$ cat src/rtl/arm_pkg.sv
`default_nettype none
// ============================================================================
// arm_pkg : shared types and constants for the ARM pipeline front end
// Revision: 1.0
// ============================================================================
package arm_pkg;

  localparam int unsigned PC_W = 32;
  localparam logic [31:0] INST_NOP = 32'd0;

  typedef enum logic [1:0] {
    BOOT  = 2'd0,
    RUN   = 2'd1,
    STALL = 2'd2
  } if_state_t;

endpackage
`default_nettype wire

$ cat src/rtl/if_id_reg.sv
`default_nettype none
// ============================================================================
// if_id_reg : IF/ID pipeline register with hold (freeze) and clear (bubble)
// Revision: 1.0
// ============================================================================
module if_id_reg
  import arm_pkg::*;
(
  input  logic            clk,
  input  logic            rst,
  input  logic            hold,
  input  logic            clear,
  input  logic [PC_W-1:0] in_pc,
  input  logic [31:0]     in_inst,
  output logic [PC_W-1:0] out_pc,
  output logic [31:0]     out_inst,
  output logic            out_valid
);

  logic [PC_W-1:0] pc_q, pc_d;
  logic [31:0]     inst_q, inst_d;
  logic            valid_q, valid_d;

  // clear wins over hold so a redirect can flush a frozen stage
  always_comb begin
    pc_d    = pc_q;
    inst_d  = inst_q;
    valid_d = valid_q;
    if (clear) begin
      pc_d    = '0;
      inst_d  = INST_NOP;
      valid_d = 1'b0;
    end else if (!hold) begin
      pc_d    = in_pc;
      inst_d  = in_inst;
      valid_d = 1'b1;
    end
  end

  always_ff @(posedge clk) begin
    if (rst) begin
      pc_q    <= '0;
      inst_q  <= INST_NOP;
      valid_q <= 1'b0;
    end else begin
      pc_q    <= pc_d;
      inst_q  <= inst_d;
      valid_q <= valid_d;
    end
  end

  assign out_pc    = pc_q;
  assign out_inst  = inst_q;
  assign out_valid = valid_q;

endmodule
`default_nettype wire

$ cat src/rtl/if_stage.sv
`default_nettype none
// ============================================================================
// if_stage : instruction fetch stage - PC, next-PC select, boot/stall FSM
// Revision: 1.0
// ============================================================================
module if_stage
  import arm_pkg::*;
#(
  parameter logic [31:0] RESET_PC = 32'd0,
  parameter logic [31:0] PC_STEP  = 32'd4
) (
  input  logic        clk,
  input  logic        rst,
  input  logic        freeze,
  input  logic        branch_taken,
  input  logic [31:0] branch_addr,
  output logic [31:0] imem_addr,
  input  logic [31:0] imem_inst,
  output logic [31:0] if_id_pc,
  output logic [31:0] if_id_inst,
  output logic        if_id_valid,
  output logic [31:0] fetch_count
);

  if_state_t       state_q, state_d;
  logic [PC_W-1:0] pc_q, pc_d;
  logic [31:0]     count_q, count_d;
  logic [PC_W-1:0] pc_next_seq;
  logic            reg_hold;
  logic            reg_clear;

  assign pc_next_seq = pc_q + PC_STEP;

  // branch outranks freeze in every state; BOOT burns one cycle with no capture
  always_comb begin
    state_d   = state_q;
    pc_d      = pc_q;
    count_d   = count_q;
    reg_hold  = 1'b1;
    reg_clear = 1'b0;
    if (branch_taken) begin
      pc_d      = branch_addr;
      reg_clear = 1'b1;
      state_d   = RUN;
    end else begin
      case (state_q)
        BOOT: state_d = RUN;
        default: begin
          if (freeze) begin
            state_d = STALL;
          end else begin
            pc_d     = pc_next_seq;
            reg_hold = 1'b0;
            count_d  = count_q + 32'd1;
            state_d  = RUN;
          end
        end
      endcase
    end
  end

  always_ff @(posedge clk) begin
    if (rst) begin
      state_q <= BOOT;
      pc_q    <= RESET_PC;
      count_q <= 32'd0;
    end else begin
      state_q <= state_d;
      pc_q    <= pc_d;
      count_q <= count_d;
    end
  end

  if_id_reg u_if_id_reg (
    .clk       (clk),
    .rst       (rst),
    .hold      (reg_hold),
    .clear     (reg_clear),
    .in_pc     (pc_next_seq),
    .in_inst   (imem_inst),
    .out_pc    (if_id_pc),
    .out_inst  (if_id_inst),
    .out_valid (if_id_valid)
  );

  assign imem_addr   = pc_q;
  assign fetch_count = count_q;

endmodule
`default_nettype wire

$ cat config.mk
export PLATFORM = sky130hd
export DESIGN_NAME = if_stage
export DESIGN_NICKNAME = d
export VERILOG_FILES = /design/src/rtl/arm_pkg.sv /design/src/rtl/if_id_reg.sv /design/src/rtl/if_stage.sv
export SDC_FILE = /design/constraint.sdc
export NUM_CORES = 1
export LEC_CHECK = 0
export ABC_AREA = 0
export CAP_MARGIN = 10
export CORE_MARGIN = 5
export CORE_UTILIZATION = 50
export DETAILED_ROUTE_END_ITERATION = 6
export GPL_TIMING_DRIVEN = 1
export HOLD_SLACK_MARGIN = 0.02
export PLACE_DENSITY_LB_ADDON = 0.1
export SYNTH_ARGS = -nofsm -noshare
export SYNTH_HDL_FRONTEND = slang
export SYNTH_HIERARCHICAL = 1
export SYNTH_SLANG_ARGS = --single-unit
$ cat constraint.sdc
create_clock -name clk -period 3.9 [get_ports clk]
set_input_delay 0.78 -clock clk [delete_from_list [all_inputs] [get_ports clk]]
set_output_delay 0.78 -clock clk [all_outputs]
set_load 0.02 [all_outputs]
==> results.md, run 1 <==
- Result of the run: complete, no violations
- Hold Worst Slack: 0.462 ns
- CTS tree: done
- Clock Path Buffers: 2
- RSZ-0062 raised after global routing: no
- Max-slew violations: 0
- Register area share after synthesis: 0.427
- Post-CTS setup buffer count: 0
- Number of fill cells: roughly 970
- Resized Gates After CTS: 0
- Post-synth EDFFs: 0
- Antenna-violating nets left: 0
- Via count: 5443
- Post-route DRC violation count: 0
- Routed len/inst: roughly 16 um
- Core area: 12000 um^2
- # port buffers: 196
- First-pass GRT wire length: between 20000 and 30000 um
- CTS clk-pin slew, worst paths: 0.05 ns
- Die Y-Extent: between 100 and 150 um
- CTS Root Buffer Type: clkbuf_16
- Leak: roughly 3.5 nW
- Die W: roughly 120 um
- Max_slew headroom: 0.261
- Crit path buffers/inverters: 3
- Worst setup EP type: flip-flop
- Share of cells above drive strength 1: 0.0611
- GRT Resource Usage Total: 0.230
- Yosys reg bits: between 100 and 150
- Via/cell ratio: roughly 5.4
- Site row count: 40
- Area after DPL: 8040 um^2
- Synth Instances: 681
- Largest net degree at the start of global routing: 74
- Starting Density: 0.511
- Fin crit period: 2.69 ns
- CP Class: input port to flip-flop
- Clock Skew: 0.0142 ns
- Max_cap viols: 0
- Leading cell types in the layout, fill and taps excluded: 195 x clkdlybuf4s50_1, 131 x dfxtp_1, 128 x nor2_1, 70 x mux2i_1, 43 x xor2_1
- Final setup fails: 0
- Drt first pass iters: 5
- Fin crit share: 0.690
- Initial DRC count: 339
- Hold buffers post-CTS: 0
- Inserted Clock Buffers: 17
- Min-delay worst type: flip-flop to flip-flop
- Post-synth ARST share: 0
- Critical Path AT: between 2 and 3 ns
- Fmax: about 370 MHz
- Die area: 14600 um^2
- Total Power: 0.00341 W
- Max VDD drop: 0.000302 V
- Syn Nets: 751
- Vias in the first global route: around 5.4k
- Hpwl dp: 11800 um
- # H-tree levels: 4
- CP peak stage delay: 0.78 ns
- Initial antenna violation count: 0
- Cell mode on critical path: nor3_1
- Final Hold Fails: 0
- Syn_area_per_cell: 9.01 um^2
- CP startpoint kind: input port
- Routability cong.: slightly above 0.8
- Commonest non-fill, non-tap cell in the layout: clkdlybuf4s50_1
- I/O pin count: 197
- CP Max Fanout: a little under 70
- # nets final: 926
- Clk_lat worst skew: 0.42 ns
- Worst slew pin tran: 1.11 ns
- Routed WL: 16700 um
- CP Cell Sequence: clkdlybuf4s50_1, nor3_1, buf_4, inv_4, nor3_1, a221oi_1, o41ai_1
- GRT Residual Overflow: 0
- Clock sinks: about 130
- Post-Layout Inst Area: 8660 um^2
- Mapped Area: between 6000 and 7000 um^2
- Synth Flop Type: dfxtp_1
- Area Growth Syn to Fin: 41.2%
- Crit path max-delay family: buffers and inverters
- Slowest CP cell: inv_4
- Distinct cell type count of the synthesized netlist: 46
- Setup TNS: 0 ns
- Antenna cells: 0
- CP Data Required Time: 4.16 ns
- Total power divided by cell area: 394 nW/um^2
- Number of synthesis warnings: 6
[worst paths after layout]
path / startpoint / to / slack [ns] / depth (start not counted)
setup / recovery: freeze / imem_addr[31] / 1.21 / 7
hold / removal: u_if_id_reg/out_valid / u_if_id_reg/out_valid / 0.46 / 2
setup reg to reg: imem_addr[3] / imem_addr[16] / 1.43 / 6
hold reg to reg: u_if_id_reg/out_valid / u_if_id_reg/out_valid / 0.46 / 2
[layout make-up]
class	count	area, um^2	share of cell area
clock inverter	8	124	0.0143
inverter	11	43.8	0.00505
timing repair buffer	204	2020	0.233
sequential	131	2620	0.303
tap	147	184	0.0212
clock buffer	23	498	0.0575
multi-input combinational	491	3170	0.366
[where the power goes]
part,switching [W],internal [W]
Sequential,0.0000510,0.00137
Combinational,0.000163,0.000176
Clock,0.000564,0.00108
[state kept, by name, summed over array words and instances (netlist names)]
name	cells
u_if_id_reg/out_pc	32
state_q	2
u_if_id_reg/out_valid	1
u_if_id_reg/out_inst	32
fetch_count	32
imem_addr	32
[cell usage after synthesis, drive strengths merged, types with 3 or more instances]
cell	count	area, um^2
and4	7	61.3
nand4	28	188
xnor2	29	254
nor3	6	41.3
or2	4	25.0
or3	8	50.1
and2	4	25.0
buf	31	214
a21oi	18	90.1
o21ai	8	40.0
a211oi	17	128
clkbuf	16	81.3
or4	3	22.5
nor2	128	480
nor4	12	90.1
mux2i	70	701
xor2	43	377
nand3	32	183
and3	19	119
o31ai	3	22.5
nand2	36	135
dfxtp	131	2620
inv	11	41.3
[stage by stage]
| stage | setup slack (ns) | cells | utilization |
|---|---|---|---|
| 2_1_floorplan | 1.67 | 681 | - |
| 3_3_place_gp | 0.768 | 984 | 0.669 |
| 3_5_place_dp | 0.760 | 984 | 0.669 |
| 4_1_cts | 1.20 | 1015 | 0.721 |
| 5_1_grt | 1.02 | 1015 | 0.721 |
| 6_report | 1.21 | 1015 | 0.721 |
[routing by layer]
metal	vias to the layer above	global-route usage	routed length, um
li1	2708	-	-
met1	2552	0.281	7210
met2	162	0.389	8270
met3	21	0.0631	977
met4	0	0.0772	276
met5	-	0	0
[cell families (layout without fill, tap and decap cells)]
group,after synthesis,after routing,synth area share
muxes,70,70,0.114
xor gates and xnor gates,72,72,0.103
DFF,131,131,0.427
and+or+nand+nor,289,289,0.234
buffers and inverters,59,246,0.0563
AOI/OAI and AO/OA,58,58,0.0614
adders and majority gates,2,2,0.00408
[tightest hold or removal path: cells and delay by family (launching register included)]
family,cells,cell delay [ns]
compound gates,1,0.06
buf+inv,1,0.05
flops,1,0.30
No activity file was read; power rests on OpenSTA's default activity.
==> run 2, diff against run 1 <==
--- a/config.mk
+++ b/config.mk
@@ -8,7 +8,7 @@
 export ABC_AREA = 0
 export CAP_MARGIN = 10
 export CORE_MARGIN = 5
-export CORE_UTILIZATION = 50
+export CORE_UTILIZATION = 47
 export DETAILED_ROUTE_END_ITERATION = 6
 export GPL_TIMING_DRIVEN = 1
 export HOLD_SLACK_MARGIN = 0.02
==> constraint.sdc (replaced) <==
create_clock -name clk -period 2.6 [get_ports clk]
set_input_delay 0.52 -clock clk [delete_from_list [all_inputs] [get_ports clk]]
set_output_delay 0.52 -clock clk [all_outputs]
set_load 0.02 [all_outputs]
==> results.md, run 2 (synthesis gave the netlist of run 1 again) <==
- Fin crit share: 0.908
- Setup TNS: 0 ns (unchanged)
- Clock Skew: 0.00870 ns (-0.00547 ns)
- Largest net degree at the start of global routing: 52 (-30%)
- Fmax: 424 MHz
- Via/cell ratio: 5.25 (-2.2%)
- Final setup fails: 0 (unchanged)
- CP Data Required Time: 2.92 ns (-1.24 ns)
- Placement Setup Slack: 0.140 ns (-0.620 ns)
- Min setup slack post-route: 0.240 ns (-0.968 ns)
- GRT Resource Usage Total: 0.216 (-0.0130)
- Routed len/inst: 16.1 um (-2.5%)
- Total Power: 0.00507 W (+49%)
- Initial antenna violation count: 0 (unchanged)
- Worst slew pin tran: 0.670 ns (-0.439 ns)
- Clock sinks: 131 (unchanged)
- CP startpoint kind: flip-flop
- Hpwl dp: 12400 um (+4.5%)
- Worst R2R Start: imem_addr[2]
- # port buffers: 196 (unchanged)
- Leak: 3.59 nW (+2.2%)
- Worst setup EP type: flip-flop
- Vias in the first global route: 5526 (+1.9%)
- GRT Residual Overflow: 0 (unchanged)
- Max-slew violations: 0 (unchanged)
- Routed WL: 16900 um (+1.2%)
- Final Hold Fails: 0 (unchanged)
- Area after DPL: 8220 um^2 (+2.2%)
- CTS tree: done
- Hold depth: 2 (unchanged)
- Die area: 15400 um^2 (+5.8%)
- Max_cap viols: 0 (unchanged)
- R2r endpoint: imem_addr[30]
- Number of fill cells: 1010 (+4.3%)
- Clk_lat worst skew: 0.41 ns (about the same)
- Resized Gates After CTS: 0 (unchanged)
- Die W: 124 um (+2.9%)
- CTS Root Buffer Type: clkbuf_16
- Via count: 5529 (+1.6%)
- I/O pin count: 197 (unchanged)
- CP Class: flip-flop to flip-flop
- Initial DRC count: 315 (-7.1%)
- Starting Density: 0.482 (-0.0285)
- Hold buffers post-CTS: 0 (unchanged)
- Site row count: 41 (+2.5%)
- CP Max Fanout: 7 (-90%)
- RSZ-0062 raised after global routing: no
- Post-route DRC violation count: 0 (unchanged)
- Number of cells on the worst reg-to-reg path: 6 (unchanged)
- # H-tree levels: 4 (unchanged)
- # nets final: 940 (+1.5%)
- Core area: 12700 um^2 (+5.9%)
- Min-delay worst type: flip-flop to flip-flop
- Max VDD drop: 0.000358 V (+19%)
- Hold-critical path endpoint: u_if_id_reg/out_valid
- Routability cong.: 0.902 (+8.6%)
- Clock Path Buffers: 2 (unchanged)
- Max_slew headroom: 0.549 (+0.288)
- Area Growth Syn to Fin: 43.6%
- Result of the run: complete, no violations
- Post-Layout Inst Area: 8810 um^2 (+1.7%)
- Post-CTS setup buffer count: 0 (unchanged)
- Commonest non-fill, non-tap cell in the layout: clkdlybuf4s50_1
- Inserted Clock Buffers: 17 (unchanged)
- Leading cell types in the layout, fill and taps excluded: 195 x clkdlybuf4s50_1, 131 x dfxtp_1, 128 x nor2_1, 70 x mux2i_1, 43 x xor2_1
- First-pass GRT wire length: 28000 um (+3.1%)
- Critical Path AT: 2.68 ns (-0.27 ns)
- Fin crit period: between 2 and 2.5 ns
- Reg2Reg Setup Slack: 0.24 ns (-1.19 ns)
- Total power divided by cell area: 575 nW/um^2 (+46%)
- Antenna-violating nets left: 0 (unchanged)
- Worst Min Path Start: u_if_id_reg/out_valid
- Antenna cells: 0 (unchanged)
- CTS clk-pin slew, worst paths: 0.05 ns (about the same)
- Die Y-Extent: 124 um (+2.9%)
- Share of cells above drive strength 1: 0.0703 (+0.00923)
- Drt first pass iters: 6 (+1)
-- run 2: cell count changes in the layout (fill, tap and decap cells not counted) --
cell / change
clkinvlp_4: -2
clkinv_2: -1
buf_12: +3
buf_4: +11
clkinv_4: -1
clkbuf_8: -1
clkbuf_1: +5
-- run 2: critical path, stage by stage, from the launching register on --
cell and delay (ns):
dfxtp_1 0.43, ha_1 0.34, nand4_2 0.18, nor4_4 0.43
nand3_4 0.16, or4_1 0.48, a311oi_1 0.25
-- run 2: layout make-up --
cell class | count | area (um^2) | area share
clock buffer | 27 | 503 | 0.0571
clock inverter | 4 | 95.1 | 0.0108
inverter | 11 | 43.8 | 0.00497
multi-input combinational | 491 | 3170 | 0.360
sequential | 131 | 2620 | 0.298
tap | 172 | 215 | 0.0244
timing repair buffer | 218 | 2160 | 0.245
-- run 2: worst max-delay path by stage --
| stage | from | endpoint | slack, ns | cells past startpoint |
|---|---|---|---|---|
| global placement | freeze | fetch_count[31] | 0.22 | 6 |
| global route | imem_addr[3] | imem_addr[30] | 0.006 | 6 |
| finish | imem_addr[2] | imem_addr[30] | 0.24 | 6 |
| detailed placement | branch_taken | u_if_id_reg/out_inst[18] | 0.14 | 7 |
| floorplan | imem_addr[3] | imem_addr[30] | 0.41 | 6 |
| CTS | imem_addr[3] | imem_addr[30] | 0.24 | 6 |
-- run 2: per-stage QoR --
stage / cells / utilization / hold slack, ns
detailed placement: 1023 / 0.646 / 0.446
global route: 1054 / 0.693 / 0.488
floorplan: 681 / - / 0.483
CTS: 1054 / 0.693 / 0.454
finish: 1054 / 0.693 / 0.451
global placement: 1023 / 0.646 / 0.435
-- run 2: where the power goes --
group	internal, W	switching [W]	leakage [nW]
clock network	0.00160	0.000805	0.292
logic	0.000277	0.000253	2.24
registers	0.00206	0.0000691	1.06
total	0.00394	0.00113	3.59
-- run 2: routing by layer --
layer / part of all wire / up-vias / track usage
met5: 0 / - / 0
met4: 0.019 / 0 / 0.0787
met2: 0.49 / 193 / 0.360
li1: - / 2743 / -
met3: 0.070 / 26 / 0.0652
met1: 0.42 / 2567 / 0.265
==> run 3, diff against run 2 <==
==> constraint.sdc (replaced) <==
create_clock -name clk -period 2.5 [get_ports clk]
set_input_delay 0.5 -clock clk [delete_from_list [all_inputs] [get_ports clk]]
set_output_delay 0.5 -clock clk [all_outputs]
set_load 0.02 [all_outputs]
==> results.md, run 3 (synthesis gave the netlist of run 1 again) <==
- I/O pin count: 197 (unchanged)
- Max VDD drop: 0.000400 V (+12%)
- Commonest non-fill, non-tap cell in the layout: clkdlybuf4s50_1
- Total power divided by cell area: 596 nW/um^2 (+3.6%)
- GRT Resource Usage Total: 0.218 (+0.00175)
- Largest net degree at the start of global routing: 51 (-1.9%)
- Post-CTS setup buffer count: 0 (unchanged)
- Final Hold Fails: 0 (unchanged)
- CP peak stage delay: 0.49 ns (about the same)
- Setup TNS: 0 ns (unchanged)
- Site row count: 41 (unchanged)
- Via/cell ratio: 5.23 (-0.35%)
- # H-tree levels: 4 (unchanged)
- Antenna cells: 0 (unchanged)
- Routed len/inst: 15.9 um (-1.0%)
- Worst slew pin tran: 0.532 ns (-0.138 ns)
- Worst setup EP type: flip-flop
- CP Max Fanout: 7 (unchanged)
- Max_slew headroom: 0.645 (+0.0964)
- Hpwl dp: 12500 um (+1.5%)
- Leak: 3.66 nW (+1.9%)
- RSZ-0062 raised after global routing: no
- Post-Layout Inst Area: 8920 um^2 (+1.2%)
- Fin crit period: 2.25 ns (-0.115 ns)
- Critical Path AT: 2.57 ns (-0.11 ns)
- Inserted Clock Buffers: 17 (unchanged)
- Placement Setup Slack: 0.0490 ns (-0.0914 ns)
- CP startpoint kind: flip-flop
- Min setup slack post-route: 0.254 ns (+0.0147 ns)
- Starting Density: 0.482 (unchanged)
- Leading cell types in the layout, fill and taps excluded: 195 x clkdlybuf4s50_1, 131 x dfxtp_1, 128 x nor2_1, 70 x mux2i_1, 43 x xor2_1
- Clk_lat worst skew: 0.42 ns (about the same)
- CP Class: flip-flop to flip-flop
- Post-route DRC violation count: 0 (unchanged)
- Area Growth Syn to Fin: 45.3%
- Antenna-violating nets left: 0 (unchanged)
- Drt first pass iters: 4 (-2)
- Resized Gates After CTS: 0 (unchanged)
- Fin crit share: 0.898 (-0.00958)
- Clock Path Buffers: 2 (unchanged)
- CTS clk-pin slew, worst paths: 0.06 ns (about the same)
- CTS Root Buffer Type: clkbuf_16
- CP Data Required Time: 2.83 ns (-0.09 ns)
- Final setup fails: 0 (unchanged)
- CP Cell Sequence: ha_1, nand4_2, nor4_4, nand3_4, or4_1, a311oi_1
- Max_cap viols: 0 (unchanged)
- # nets final: 953 (+1.4%)
- Fmax: 445 MHz (+5.1%)
- Clock sinks: 131 (unchanged)
- Max-slew violations: 0 (unchanged)
- Hold buffers post-CTS: 0 (unchanged)
- First-pass GRT wire length: 28000 um (about the same)
- Slowest CP cell: or4_1
- Clock Skew: 0.00663 ns (-0.00207 ns)
- Min-delay worst type: flip-flop to flip-flop
- Area after DPL: 8310 um^2 (+1.2%)
- CTS tree: done
- Vias in the first global route: 5638 (+2.0%)
- Core area: 12700 um^2 (unchanged)
- Routability cong.: 0.892 (-1.1%)
- Die Y-Extent: 124 um (unchanged)
- Result of the run: complete, no violations
- # port buffers: 196 (unchanged)
- Routed WL: 17000 um (+0.28%)
- Die area: 15400 um^2 (unchanged)
- Initial antenna violation count: 0 (unchanged)
- GRT Residual Overflow: 0 (unchanged)
- Via count: 5583 (+0.98%)
- Initial DRC count: 303 (-3.8%)
- Die W: 124 um (unchanged)
- Share of cells above drive strength 1: 0.0893 (+0.0190)
run 3: cell count changes in the layout (fill, tap and decap cells not counted):
cell,change
clkinvlp_4,+2
clkbuf_1,-4
buf_4,+13
clkinv_2,+4
clkbuf_8,-1
run 3: worst max-delay path: cells and delay by family, from the launching register on:
family / cells / cell delay, ns
AOI/OAI and AO/OA: 1 / 0.26
adders and majority gates: 1 / 0.29
and+or+nand+nor: 4 / 1.28
DFF: 1 / 0.33
run 3: area by class of cell:
class                   count  area [um^2]
repair buffers            231         2260
clock buffers              22          474
multi-input cells         491         3170
inverters                  11         43.8
well taps                 172          215
clock inverters            10          130
fillers                  1052         3800
flip-flops and latches    131         2620
run 3: final timing paths:
path	from	to	slack [ns]	cells past startpoint
min reg2reg	u_if_id_reg/out_valid	u_if_id_reg/out_valid	0.45	2
min	u_if_id_reg/out_valid	u_if_id_reg/out_valid	0.45	2
max reg2reg	imem_addr[2]	imem_addr[30]	0.25	6
max	imem_addr[2]	imem_addr[30]	0.25	6
run 3: report_power, final:
part           leakage [nW]  internal (W)  switching, W
clock network         0.296       0.00164      0.000896
registers              1.06       0.00214     0.0000612
logic                  2.30      0.000301      0.000277
run 3: metal layers:
layer / share of wire / vias up / GRT usage
met3: 0.059 / 30 / 0.0725
met1: 0.43 / 2638 / 0.260
li1: - / 2752 / -
met2: 0.50 / 163 / 0.369
met5: 0 / - / 0
met4: 0.018 / 0 / 0.0741
run 3: metrics by stage:
stage                util  std cells  power (W)  hold WS (ns)
floorplan               -        681    0.00254         0.483
global placement    0.653       1036    0.00281         0.435
detailed placement  0.653       1036    0.00282         0.443
CTS                 0.701       1068    0.00535         0.452
global route        0.701       1068    0.00550         0.482
finish              0.701       1068    0.00531         0.448
